**src/rtl/fetch_ctrl.sv**
```systemverilog
// fetch_ctrl: instruction-fetch sequencer.
// Drives the PC register controls (pc_d/pc_ld/pc_inc), issues one memory read
// per PC over req/ack, holds each fetched word for decode over valid/ready,
// applies branch redirects and latches sticky faults.
// Optional feature macro: FETCH_CTRL_TIMEOUT_EN (REQ wait counter + timeout fault).
module fetch_ctrl #(
   parameter int unsigned WAIT_MAX = 255
) (
   input  logic        clk,
   input  logic        rst,
   input  logic        en,
   input  logic [31:0] pc_q,
   output logic [31:0] pc_d,
   output logic        pc_ld,
   output logic        pc_inc,
   output logic        imem_req,
   output logic [31:0] imem_addr,
   input  logic        imem_ack,
   input  logic [31:0] imem_rdata,
   output logic        ins_valid,
   output logic [31:0] ins_data,
   output logic [31:0] ins_pc,
   input  logic        ins_ready,
   input  logic        redir,
   input  logic [31:0] redir_target,
   output logic        fault,
   output logic [1:0]  fault_code
);

   typedef enum logic [1:0] {
      S_IDLE  = 2'd0,
      S_REQ   = 2'd1,
      S_OUT   = 2'd2,
      S_FAULT = 2'd3
   } state_t;

   state_t      state_q, state_d;
   logic [31:0] ins_data_q, ins_data_d;
   logic [31:0] ins_pc_q, ins_pc_d;
   logic [1:0]  fault_code_q, fault_code_d;

   // WAIT_MAX is only meaningful in 1..255; out-of-range values elaborate an
   // empty marker block so the bad setting is visible in the hierarchy.
   if (WAIT_MAX < 1 || WAIT_MAX > 255) begin : g_wait_max_out_of_range
   end

`ifdef FETCH_CTRL_TIMEOUT_EN
   localparam logic [7:0] WAIT_LAST = 8'(WAIT_MAX - 1);
   logic [7:0] wait_q, wait_d;
   logic       timeout;

   // The last un-acked REQ cycle before the counter would reach WAIT_MAX.
   always_comb begin
      timeout = (wait_q == WAIT_LAST);
   end
`endif

   // Next-state, PC control and handshake outputs; redirect has priority over
   // ack and ready, and FAULT ignores every input except reset.
   always_comb begin
      state_d      = state_q;
      ins_data_d   = ins_data_q;
      ins_pc_d     = ins_pc_q;
      fault_code_d = fault_code_q;
      pc_d         = '0;
      pc_ld        = 1'b0;
      pc_inc       = 1'b0;
      imem_req     = 1'b0;
      imem_addr    = '0;
      ins_valid    = 1'b0;
`ifdef FETCH_CTRL_TIMEOUT_EN
      wait_d       = '0;
`endif

      if (state_q == S_REQ) begin
         imem_req  = 1'b1;
         imem_addr = pc_q;
      end
      if (state_q == S_OUT) begin
         ins_valid = 1'b1;
      end

      if (redir && state_q != S_FAULT) begin
         if (redir_target[1:0] == 2'b00) begin
            pc_ld   = 1'b1;
            pc_d    = redir_target;
            state_d = en ? S_REQ : S_IDLE;
         end else begin
            state_d      = S_FAULT;
            fault_code_d = 2'b01;
         end
      end else begin
         case (state_q)
            S_IDLE: begin
               if (en) begin
                  state_d = S_REQ;
               end
            end
            S_REQ: begin
               if (imem_ack) begin
                  ins_data_d = imem_rdata;
                  ins_pc_d   = pc_q;
                  pc_inc     = 1'b1;
                  pc_d       = pc_q;
                  state_d    = S_OUT;
               end else begin
`ifdef FETCH_CTRL_TIMEOUT_EN
                  if (timeout) begin
                     state_d      = S_FAULT;
                     fault_code_d = 2'b10;
                  end else begin
                     wait_d = wait_q + 8'd1;
                  end
`endif
               end
            end
            S_OUT: begin
               if (ins_ready) begin
                  state_d = en ? S_REQ : S_IDLE;
               end
            end
            default: begin
            end
         endcase
      end
   end

   // State and captured-instruction registers with synchronous reset.
   always_ff @(posedge clk) begin
      if (rst) begin
         state_q      <= S_IDLE;
         ins_data_q   <= '0;
         ins_pc_q     <= '0;
         fault_code_q <= '0;
`ifdef FETCH_CTRL_TIMEOUT_EN
         wait_q       <= '0;
`endif
      end else begin
         state_q      <= state_d;
         ins_data_q   <= ins_data_d;
         ins_pc_q     <= ins_pc_d;
         fault_code_q <= fault_code_d;
`ifdef FETCH_CTRL_TIMEOUT_EN
         wait_q       <= wait_d;
`endif
      end
   end

   assign ins_data   = ins_data_q;
   assign ins_pc     = ins_pc_q;
   assign fault      = (state_q == S_FAULT);
   assign fault_code = fault_code_q;

endmodule

```
**config.mk**
```make
export PLATFORM = sky130hd
export DESIGN_NAME = fetch_ctrl
export DESIGN_NICKNAME = d
export VERILOG_FILES = /design/src/rtl/fetch_ctrl.sv
export SDC_FILE = /design/constraint.sdc
export NUM_CORES = 1
export LEC_CHECK = 0
export ABC_AREA = 1
export CAP_MARGIN = 20
export CORE_ASPECT_RATIO = 2
export CORE_UTILIZATION = 25
export DETAILED_ROUTE_END_ITERATION = 6
export GPL_TIMING_DRIVEN = 0
export SLEW_MARGIN = 10
export SYNTH_ARGS = -nofsm -noshare
export SYNTH_HDL_FRONTEND = slang
export SYNTH_SLANG_ARGS = --single-unit
```
**constraint.sdc**
```tcl
create_clock -name clk -period 2.6 [get_ports clk]
set_clock_uncertainty 0.1 [all_clocks]
set_input_delay 0.26 -clock clk [delete_from_list [all_inputs] [get_ports clk]]
set_output_delay 0.26 -clock clk [all_outputs]
set_load 0.02 [all_outputs]
```
After elaboration in Yosys (flattened, before gate mapping)
Cells that the tools add are included.
Widths: inputs -> output; s select.
{"block": "totals", "output_inout_bits": 135, "regBits": 67, "elab_cells": 39, "inputBits": 102}
{"block": "classes", "n_eq_ne": 7, "n_mux": 19, "bitwise_logic": 2, "reduce_logical": 7}
{"cell": "$mux 32", "count": 5}
{"cell": "$mux 2", "count": 5}
{"cell": "$mux 1", "count": 8}
{"cell": "$ne 3x2->1 const B", "count": 2}
{"cell": "$pmux 2 s3", "count": 1}
{"cell": "$eq 2x2->1 const B", "count": 2}
{"cell": "$logic_not 2->1", "count": 2}
{"cell": "$reduce_and 4->1", "count": 1}
{"cell": "$reduce_bool 4->1", "count": 1}
{"cell": "$ne 3x3->1 const B", "count": 1}
{"cell": "$reduce_and 3->1", "count": 1}
{"cell": "$eq 2x1->1 const B", "count": 1}
{"cell": "$ne 2x2->1 const B", "count": 1}
{"cell": "$not 1->1", "count": 2}
{"cell": "$reduce_and 2->1", "count": 1}
{"cell": "$logic_and 1x1->1", "count": 1}

Depth between registers and ports, before layout
Gate-level depths: netlist of run 1.
{"block": "logic_depth", "ltp_word": 4, "depth_mapped": 10, "depth_no_buf": 8}

Worst setup path after synthesis of run 1
No wires, ideal clock.
{"block": "synth_timing", "kind": "register to output", "from": "register state_q[0]", "to": "output pc_d[10]", "path_stages_with_launch": 11, "t_arrival_ps": 1308, "slack_ps": 932, "path_buffers": 2, "required_ps": 2240, "cell_sequence": "dfxtp_1 -> inv_2 -> nor2_4 -> nand2_1 -> inv_2 -> nand2_2 -> inv_2 -> buf_6 -> buf_12 -> nand2_2 -> nand2_1"}
{"block": "synth_via", "elab_chain_cells": 3, "word_cells_on_any_way": 5, "classes_between": "eq/ne: 2; mux: 2; reduce/logical: 1"}
{"item": "from (decl)", "line": "37", "rtl": "state_t state_q, state_d;"}
{"item": "from (signal assigned)", "line": "139", "rtl": "state_q <= state_d;"}
{"item": "$eq 2x1->1 / $ne 2x2->1 (equally long branches)", "line": "93, 83"}
{"item": "$mux 32 / $logic_and 1x1->1 (equally long branches)", "line": "93, 83"}
{"item": "$mux 32 (*)", "line": "83", "rtl": "if (redir && state_q != S_FAULT) begin"}
{"item": "to (decl)", "line": "13", "rtl": "output logic [31:0] pc_d,"}
Every way passes the cells marked *; elsewhere a longest branch is shown, timed or not.

Final worst setup path of run 1
{"block": "layout_timing", "from": "register state_q[0]", "to": "output pc_inc"}
{"block": "layout_via", "elab_chain_cells": 3, "word_cells_on_any_way": 5, "classes_between": "eq/ne: 2; mux: 2; reduce/logical: 1"}
{"item": "$eq 2x1->1 / $ne 2x2->1 (equally long branches)", "line": "93, 83"}
{"item": "$mux 1 / $logic_and 1x1->1 (equally long branches)", "line": "93, 83"}
{"item": "$mux 1 (*)", "line": "83"}
{"item": "to (decl)", "line": "15", "rtl": "output logic pc_inc,"}
Marked as above.

==> key figures, run 1 <==
CTS
  • Root buf cell: clkbuf_16
  • Bufs on Longest Clock Path: 2
  • Sink Count: 67
  • H-tree depth: 3
  • Worst skew pair latency: 330 ps
  • Total CTS buffers: 9
  • CTS tree: built
  • Clock transition at the registers of the reported paths: 60 ps

Drt
  • Pre-antenna DRT Iters: 4
  • Iter 0 DRT Violations: 92
  • Via-to-Cell Ratio: 4.31
  • Routed wire length: 12100 um
  • Via count: 3684
  • DRC: 0
  • Drt wl/cell: about 14 um
  • Antenna viol nets, final: 0

Run status
  • Status: finished, final reports clean

Finish
  • Final cell count without fillers: 854
  • Antenna Cells: 0
  • Most frequent cells in the layout: 201 x clkdlybuf4s50_1, 116 x nand2_1, 103 x nor2_1, 67 x dfxtp_1, 41 x inv_1
  • Nets@finish: between 800 and 900
  • Layout cells sized above 1: around 12%
  • Area growth, synth to finish: 90.9%
  • Most common cell after layout, fill and taps aside: clkdlybuf4s50_1

Synthesis
  • Simple-gate share of the synthesized area: about a third
  • Yosys cell types: 21
  • #FFs+latches synth: between 60 and 70
  • Largest family of logic cells by synthesized area: simple AND/OR/NAND/NOR gates
  • Synth Area in Compound Gates: 13.3%
  • Synth Net Count: ~560
  • Seq/Total Area, Yosys: between 40 and 50%
  • Mapped Area: 3150 um^2
  • Ys async rst share: 0%
  • Cells after Synth: approximately 460
  • Top cell type's share of synthesized area: 42.6%
  • Ranking of synthesized cells by area: dfxtp_1 43%, nand2_1 14%, nor2_1 12%
  • Synth area leader: dfxtp_1
  • Main synth FF type: dfxtp_1
  • Multiplexer share of the synthesized area: 0%
  • Number of synthesis warnings: 0
  • Avg Cell Area, Syn: 6.90 um^2
  • Post-synthesis adder-cell area fraction: 0%
  • Number of synthesized flops with an enable pin: 0
  • XOR/XNOR Fraction of Synth Area: 0%

Floorplan
  • Die Span Y: 161 um
  • Row Count: 57
  • Die X: approximately 81 um
  • Die footprint: between 10000 and 15000 um^2
  • # IOs: about 240
  • Starting Density: 25.8%
  • CORE AREA: 12200 um^2

Place
  • Dpl cells: 837
  • Placer Congestion: approximately 0.87
  • HPWL Detailed: 9740 um
  • Port-buffer cells: 234
  • Place WS: -69.0 ps

STA
  • Fmax: 409 MHz
  • Fin crit share: roughly 94%
  • Slew Limit Fails: 0
  • Worst slew pin tran: 645 ps
  • Final critical-path setup slack: between 150 and 200 ps
  • Tmin final: 2440 ps
  • Final hold vios: 0
  • Slew Limit Headroom: 57.0%
  • Setup Viol. Count Final: 0
  • RSZ-0062 raised after global routing: no

Critical path
  • Crit path launch type: register
  • Worst Path Required: 2240 ps
  • CP Capture Type: output port
  • Crit-path max FO: 10
  • Setup CP Type: register to output port
  • Reg2reg setup slack: 1080 ps
  • Data arrival, critical path: 2080 ps

Power
  • Power per cell area: 516 nW/um^2
  • P_leak: between 2 and 3 nW
  • Worst vdd ir: 0.000303 V

GRT
  • Initial antenna violation count: 0
  • Overall Global Routing Usage: 18.9%
  • Number of global-route vias before repair: 3677
  • Global-route wire length before repair: 18300 um
  • Grt total ovfl: 0
  • Largest net degree at the start of global routing: 14

Min path
  • Worst hold path class: primary input to register

Job
  • Max Cap Viol: 0
==> state kept, by name, indices dropped and copies added (netlist names) <==
register	cells
ins_pc	32
fault_code	1
state_q	2
ins_data	32
==> critical path, cell delays in order (launching register included) <==
cell and delay (ps):
dfxtp_1 360, inv_2 80, nor2_4 90, nand2_1 90
inv_2 70, nand2_2 50, inv_2 60, buf_6 180
buf_6 160, clkdlybuf4s50_1 600
==> metal layers <==
metal,global-route usage (%),vias up,routed length [um]
met5,0,-,0
li1,-,1881,-
met1,17.6,1616,4160
met4,7.31,0,298
met2,36.1,165,6670
met3,5.85,22,976
==> power breakdown <==
part / internal [W] / switching (W) / total [W]
clock: 0.000679 / 0.000483 / 0.00116
combinational: 0.000410 / 0.000423 / 0.000833
sequential: 0.00107 / 0.0000260 / 0.00110
==> final cells by class <==
| cell class | instances | area, um^2 |
|---|---|---|
| buffer | 28 | 241 |
| clock buffer | 10 | 239 |
| clock inverter | 6 | 48.8 |
| fill | 1238 | 6190 |
| inverter | 44 | 165 |
| multi-input combinational | 317 | 1420 |
| sequential | 67 | 1340 |
| tap | 147 | 184 |
| timing repair buffer | 235 | 2360 |
==> cell families after synthesis <==
family          Yosys count
flops                    67
other cells               1
compound gates           70
simple gates            246
buf+inv                  72
==> timing repair <==
action	in CTS	in global routing
gates resized for setup	26	19
hold buffers	0	0
setup endpoints to repair	55	20
pin swaps	1	0
buffers inserted	1	0
endpoints found under the hold margin	0	0
==> final timing paths <==
kind                            depth (start not counted)       start            to
worst max-delay path                                    9  state_q[0]        pc_inc
worst min-delay path                                    2         rst    ins_pc[31]
worst max register to register                          9  state_q[0]  ins_data[12]
worst min register to register                          2   ins_pc[2]     ins_pc[2]
==> stage by stage <==
stage	util, %	instance area [um^2]	hold slack, ps	power, W	TNS (ps)
5_1_grt	49.2	6000	293	0.00325	0
4_1_cts	48.9	5960	280	0.00315	0
3_5_place_dp	46.5	5670	356	0.00197	-897
2_1_floorplan	-	3150	305	0.00150	0
3_3_place_gp	46.5	5670	351	0.00197	-1480
6_report	49.2	6000	277	0.00310	0
==> synthesized netlist by cell type, types with 2 or more instances <==
cell type and n:
a21oi_1 16, a21oi_2 18, buf_12 2, buf_2 4
buf_4 3, buf_6 9, clkbuf_1 9, dfxtp_1 67
inv_1 41, inv_2 3, nand2_1 116, nand2_2 21
nand3_1 3, nor2_1 103, o21ai_0 30, o21ai_1 6
(Power assumes the default switching activity.)
==> run 2: changes to the inputs <==
- DONT_BUFFER_PORTS: not set -> 1
- REMOVE_ABC_BUFFERS: not set -> 1
==> run 2 against run 1 <==
Against the previous run: routed wire length fell by 14%; design area fell by 31%; sequential share of layout area rose by 10 points; non-clock buffer count fell by 206; power rose by 0.93%; largest power group unchanged.
==> key figures, run 2 (synthesis gave the netlist of run 1 again) <==
STA
  • Setup Viol. Count Final: 0
  • Slew Limit Headroom: 37.2%
  • Fmax: 406 MHz
  • Final hold vios: 0
  • RSZ-0062 raised after global routing: no
  • Tmin final: 2460 ps
  • Fin crit share: approximately 95%
  • Slew Limit Fails: 0
  • Worst slew pin tran: 940 ps
  • Final critical-path setup slack: 138 ps
  • Setup TNS: 0 ps

Power
  • Power per cell area: 758 nW/um^2
  • P_leak: 1.83 nW
  • Worst vdd ir: about 0.00039 V

Critical path
  • Critical path cell sequence: inv_2, nor2_4, nand2_1, inv_2, nand2_4, inv_16, nand2_1, nand2_1
  • Crit-path max FO: 33
  • Crit path launch type: register
  • Crit-path max cell delay: 370 ps
  • R2r worst-path depth: 9
  • CP max stage cell: dfxtp_1
  • CP delay by family, top: simple AND/OR/NAND/NOR gates
  • R2R Path End: ins_pc[16]
  • Reg2reg setup slack: around 270 ps
  • Most used cell, CP: nand2_1
  • CP Capture Type: output port
  • Setup CP Type: register to output port
  • Worst Path Required: ~2200 ps
  • Data arrival, critical path: around 2100 ps
  • Origin of the critical flop-to-flop path: state_q[0]
  • Buffers plus inverters on the worst setup path: 3

CTS
  • CTS tree: built
  • Sink Count: 67
  • Root buf cell: clkbuf_16
  • H-tree depth: 3
  • Worst skew pair latency: roughly 330 ps
  • Total CTS buffers: 9
  • Clock transition at the registers of the reported paths: 60 ps
  • Bufs on Longest Clock Path: 2

Floorplan
  • Die footprint: 13100 um^2
  • # IOs: 237
  • Row Count: 57
  • Die Span Y: about 160 um
  • CORE AREA: 12200 um^2
  • Starting Density: 25.8%
  • Die X: just over 80 um

GRT
  • Overall Global Routing Usage: 15.5%
  • Number of global-route vias before repair: 2997
  • Largest net degree at the start of global routing: 37
  • Grt total ovfl: 0
  • Global-route wire length before repair: 15000 um
  • Initial antenna violation count: 0

Min path
  • Hold Path Sink: ins_data[7]
  • Hold depth: 2
  • Hold wc startpoint: imem_rdata[7]
  • Worst hold path class: primary input to register

Drt
  • Pre-antenna DRT Iters: 5
  • Via-to-Cell Ratio: 4.78
  • DRC: 0
  • Via count: 3104
  • Drt wl/cell: 16.1 um
  • Antenna viol nets, final: 0
  • Routed wire length: 10400 um
  • Iter 0 DRT Violations: 254

Finish
  • Most common cell after layout, fill and taps aside: nand2_1
  • Antenna Cells: 0
  • Nets@finish: approximately 600
  • Area growth, synth to finish: 31.1%
  • Most frequent cells in the layout: 116 x nand2_1, 103 x nor2_1, 67 x dfxtp_1, 53 x dlygate4sd3_1, 41 x inv_1
  • Fin util: roughly a third
  • Layout cells sized above 1: between 10% and 20%

Job
  • Max Cap Viol: 0

Place
  • HPWL Detailed: 6890 um
  • Port-buffer cells: 0
  • Place WS: -243 ps
  • Placer Congestion: 0.819

Run status
  • Status: finished, final reports clean
==> run 2: cell types whose count changed in the layout (fill, tap and decap cells not counted), sizes merged <==
cell           delta
bufinv            +4
inv               -1
dlymetal6s2s     -14
clkbuf           -10
dlygate4sd2      -19
clkinvlp          -3
clkdlybuf4s50   -201
clkinv            +1
buf              -15
dlygate4sd3      +53
==> run 2: how the worst max path moves through the flow <==
stage	endpoint	slack, ps	start	cells after the start
floorplan	pc_d[26]	-150	state_q[0]	8
global placement	pc_d[31]	-1070	state_q[0]	8
detailed placement	pc_d[30]	-240	state_q[0]	8
CTS	pc_d[31]	110	state_q[0]	8
global route	pc_d[31]	10	state_q[0]	8
finish	pc_d[30]	140	state_q[0]	8
==> run 2: layout make-up <==
class | instances | area, um^2
fill | 1229 | 8070
multi-input combinational | 317 | 1430
sequential | 67 | 1340
timing repair buffer | 57 | 613
clock buffer | 10 | 229
tap | 147 | 184
inverter | 44 | 181
clock inverter | 6 | 138
timing repair inverter | 1 | 8.76
==> run 2: stage by stage <==
stage               total power [W]  hold WS [ps]  instances  area (um^2)
detailed placement          0.00155           227        578         3180
floorplan                   0.00146           222        428         2920
CTS                         0.00318          1.62        649         4120
global route                0.00326          23.5        649         4120
global placement            0.00153           228        575         3110
finish                      0.00312          10.8        649         4120
==> run 2: what timing repair did <==
item / 4_1_cts / 5_1_grt
resized for setup: 5 / 0
buffers inserted: 0 / 0
endpoints found under the setup margin: 34 / 0
endpoints found under the hold margin: 57 / 0
hold buffers: 54 / 0
==> run 2: where the power goes <==
group | internal, W | switching, W | total (W)
logic | 0.000143 | 0.000314 | 0.000457
clock network | 0.00104 | 0.000466 | 0.00150
registers | 0.00108 | 0.0000888 | 0.00116
==> run 2: per-layer routing <==
layer  global-route usage, %  vias to the layer above  share of wire [%]
met3                    4.43                       18                7.3
met4                    8.77                        0                2.9
met5                       0                        -                  0
met1                    15.8                     1438                 37
li1                        -                     1470                  -
met2                    27.0                      178                 53
==> run 3: changes to the inputs <==
- CELL_PAD_IN_SITES_DETAIL_PLACEMENT: not set -> 0
- CELL_PAD_IN_SITES_GLOBAL_PLACEMENT: not set -> 2
- PLACE_DENSITY_LB_ADDON: not set -> 0.1
==> run 3 against run 2 <==
Against the previous run: register-to-register slack better by 20 ps; clock-buffer cell count unchanged; cell count down 1.7%; global-route usage fell by 0.78 points; combinational power is 5.3% lower; core utilization is 0.94 points lower; flip-flop and latch count did not move; sequential share of layout area rose by 0.93 points; critical path type unchanged; power down 3.6%; non-clock buffer count fell by 11; maximum frequency is 2.7% higher; worst setup slack gained 65 ps; largest cell class unchanged.
==> key figures, run 3 (synthesis gave the netlist of run 1 again) <==
Run status
  • Status: finished, final reports clean

Critical path
  • Data arrival, critical path: 2040 ps
  • Worst Path Required: 2240 ps
  • Setup CP Type: register to output port
  • CP Capture Type: output port
  • CP delay by family, top: simple AND/OR/NAND/NOR gates
  • Crit-path max FO: 33
  • Critical path cell sequence: nor2_4, nand2_1, inv_2, nand2_4, clkinv_16, nand2_1, nand2_1
  • Crit path launch type: register
  • Most used cell, CP: nand2_1
  • Buffers plus inverters on the worst setup path: 2
  • CP max stage cell: dfxtp_1
  • Crit-path max cell delay: 450 ps

Finish
  • Nets@finish: 588
  • Most frequent cells in the layout: 116 x nand2_1, 103 x nor2_1, 67 x dfxtp_1, 42 x dlygate4sd3_1, 41 x inv_1
  • Layout fillers: approximately 1300
  • Layout cells sized above 1: 13.2%
  • Area growth, synth to finish: 27.4%
  • Antenna Cells: 0
  • Fin util: 32.9%
  • Most common cell after layout, fill and taps aside: nand2_1

CTS
  • Clock transition at the registers of the reported paths: roughly 60 ps
  • Root buf cell: clkbuf_16
  • CTS tree: built
  • Worst skew pair latency: 320 ps
  • Sink Count: 67
  • Postcts setup bufs: 0
  • Total CTS buffers: 9
  • H-tree depth: 3
  • Bufs on Longest Clock Path: 2

Floorplan
  • # IOs: between 200 and 250
  • Row Count: 57
  • Starting Density: between 20 and 30%
  • CORE AREA: 12200 um^2
  • Die X: 81.3 um
  • Die Span Y: between 150 and 200 um
  • Die footprint: around 13000 um^2

GRT
  • Initial antenna violation count: 0
  • Overall Global Routing Usage: 14.7%
  • Global-route wire length before repair: 14200 um
  • Number of global-route vias before repair: 2794
  • Largest net degree at the start of global routing: 41
  • Grt total ovfl: 0

Drt
  • Drt wl/cell: 15.1 um
  • Via-to-Cell Ratio: 4.55
  • DRC: 0
  • Via count: 2900
  • Routed wire length: 9610 um
  • Pre-antenna DRT Iters: 4
  • Iter 0 DRT Violations: between 100 and 150
  • Antenna viol nets, final: 0

Place
  • Port-buffer cells: 0
  • HPWL Detailed: 6700 um
  • Placer Congestion: 0.713

Job
  • Max Cap Viol: 0

STA
  • Fmax: between 400 and 500 MHz
  • Worst hold slack: 13.5 ps
  • Tmin final: 2400 ps
  • RSZ-0062 raised after global routing: no
  • Setup Viol. Count Final: 0
  • Worst slew pin tran: 841 ps
  • Final hold vios: 0
  • Slew Limit Headroom: 43.9%
  • Fin crit share: 92.2%
  • Setup TNS: 0 ps
  • Slew Limit Fails: 0

Power
  • Worst vdd ir: around 0.00037 V
  • Power per cell area: 752 nW/um^2
  • Power, Total: 0.00301 W
  • P_leak: 1.79 nW

Min path
  • Worst hold path class: primary input to register
[run 3: changes by cell type in the layout (fill, tap and decap cells not counted)]
| cell | before | now |
|---|---|---|
| bufinv_16 | 4 | 3 |
| clkbuf_1 | 1 | 0 |
| clkbuf_8 | 0 | 1 |
| clkinv_16 | 0 | 1 |
| clkinv_2 | 0 | 1 |
| dlygate4sd3_1 | 53 | 42 |
| inv_16 | 1 | 0 |
[run 3: repair_timing]
action | in CTS | in global routing
gates cloned | 1 | 0
hold buffers | 43 | 0
setup endpoints to repair | 35 | 1
hold endpoints to repair | 53 | 0
gates resized for setup | 5 | 1
[run 3: routing by layer]
metal  share of wire [%]  up-vias  global-route usage (%)
li1                    -     1450                       -
met1                  34     1298                    13.1
met2                  57      145                    28.7
met3                 7.9        7                    4.66
met4                 1.4        0                    5.60
met5                   0        -                       0
[run 3: final cells by class]
type	instances	area, um^2	area share, %
clock buffer	10	239	5.96
clock inverter	6	113	2.81
inverter	44	191	4.78
multi-input combinational	317	1430	35.6
sequential	67	1340	33.5
tap	147	184	4.59
timing repair buffer	46	503	12.5
timing repair inverter	1	8.76	0.218
[run 3: through the flow]
step                setup slack (ps)  instances  area (um^2)
global route                    14.3        638         4010
floorplan                       -152        428         2920
finish                           202        638         4010
CTS                              117        638         4000
detailed placement              -282        578         3180
global placement               -1320        575         3110
[run 3: final timing paths]
| path | startpoint | end | slack [ps] | depth (start not counted) |
|---|---|---|---|---|
| setup / recovery | state_q[1] | pc_d[4] | 200 | 7 |
| hold / removal | imem_rdata[21] | ins_data[21] | 10 | 2 |
| setup reg to reg | state_q[1] | ins_pc[24] | 290 | 8 |
| hold reg to reg | ins_pc[19] | ins_pc[19] | 470 | 2 |
[run 3: power by group]
group          internal, W  leakage (nW)  total (W)  switching [W]
Clock             0.000964         0.173    0.00142       0.000452
Combinational     0.000136          1.07   0.000433       0.000297
Sequential         0.00108         0.544    0.00116      0.0000894
Total              0.00218          1.79    0.00301       0.000838
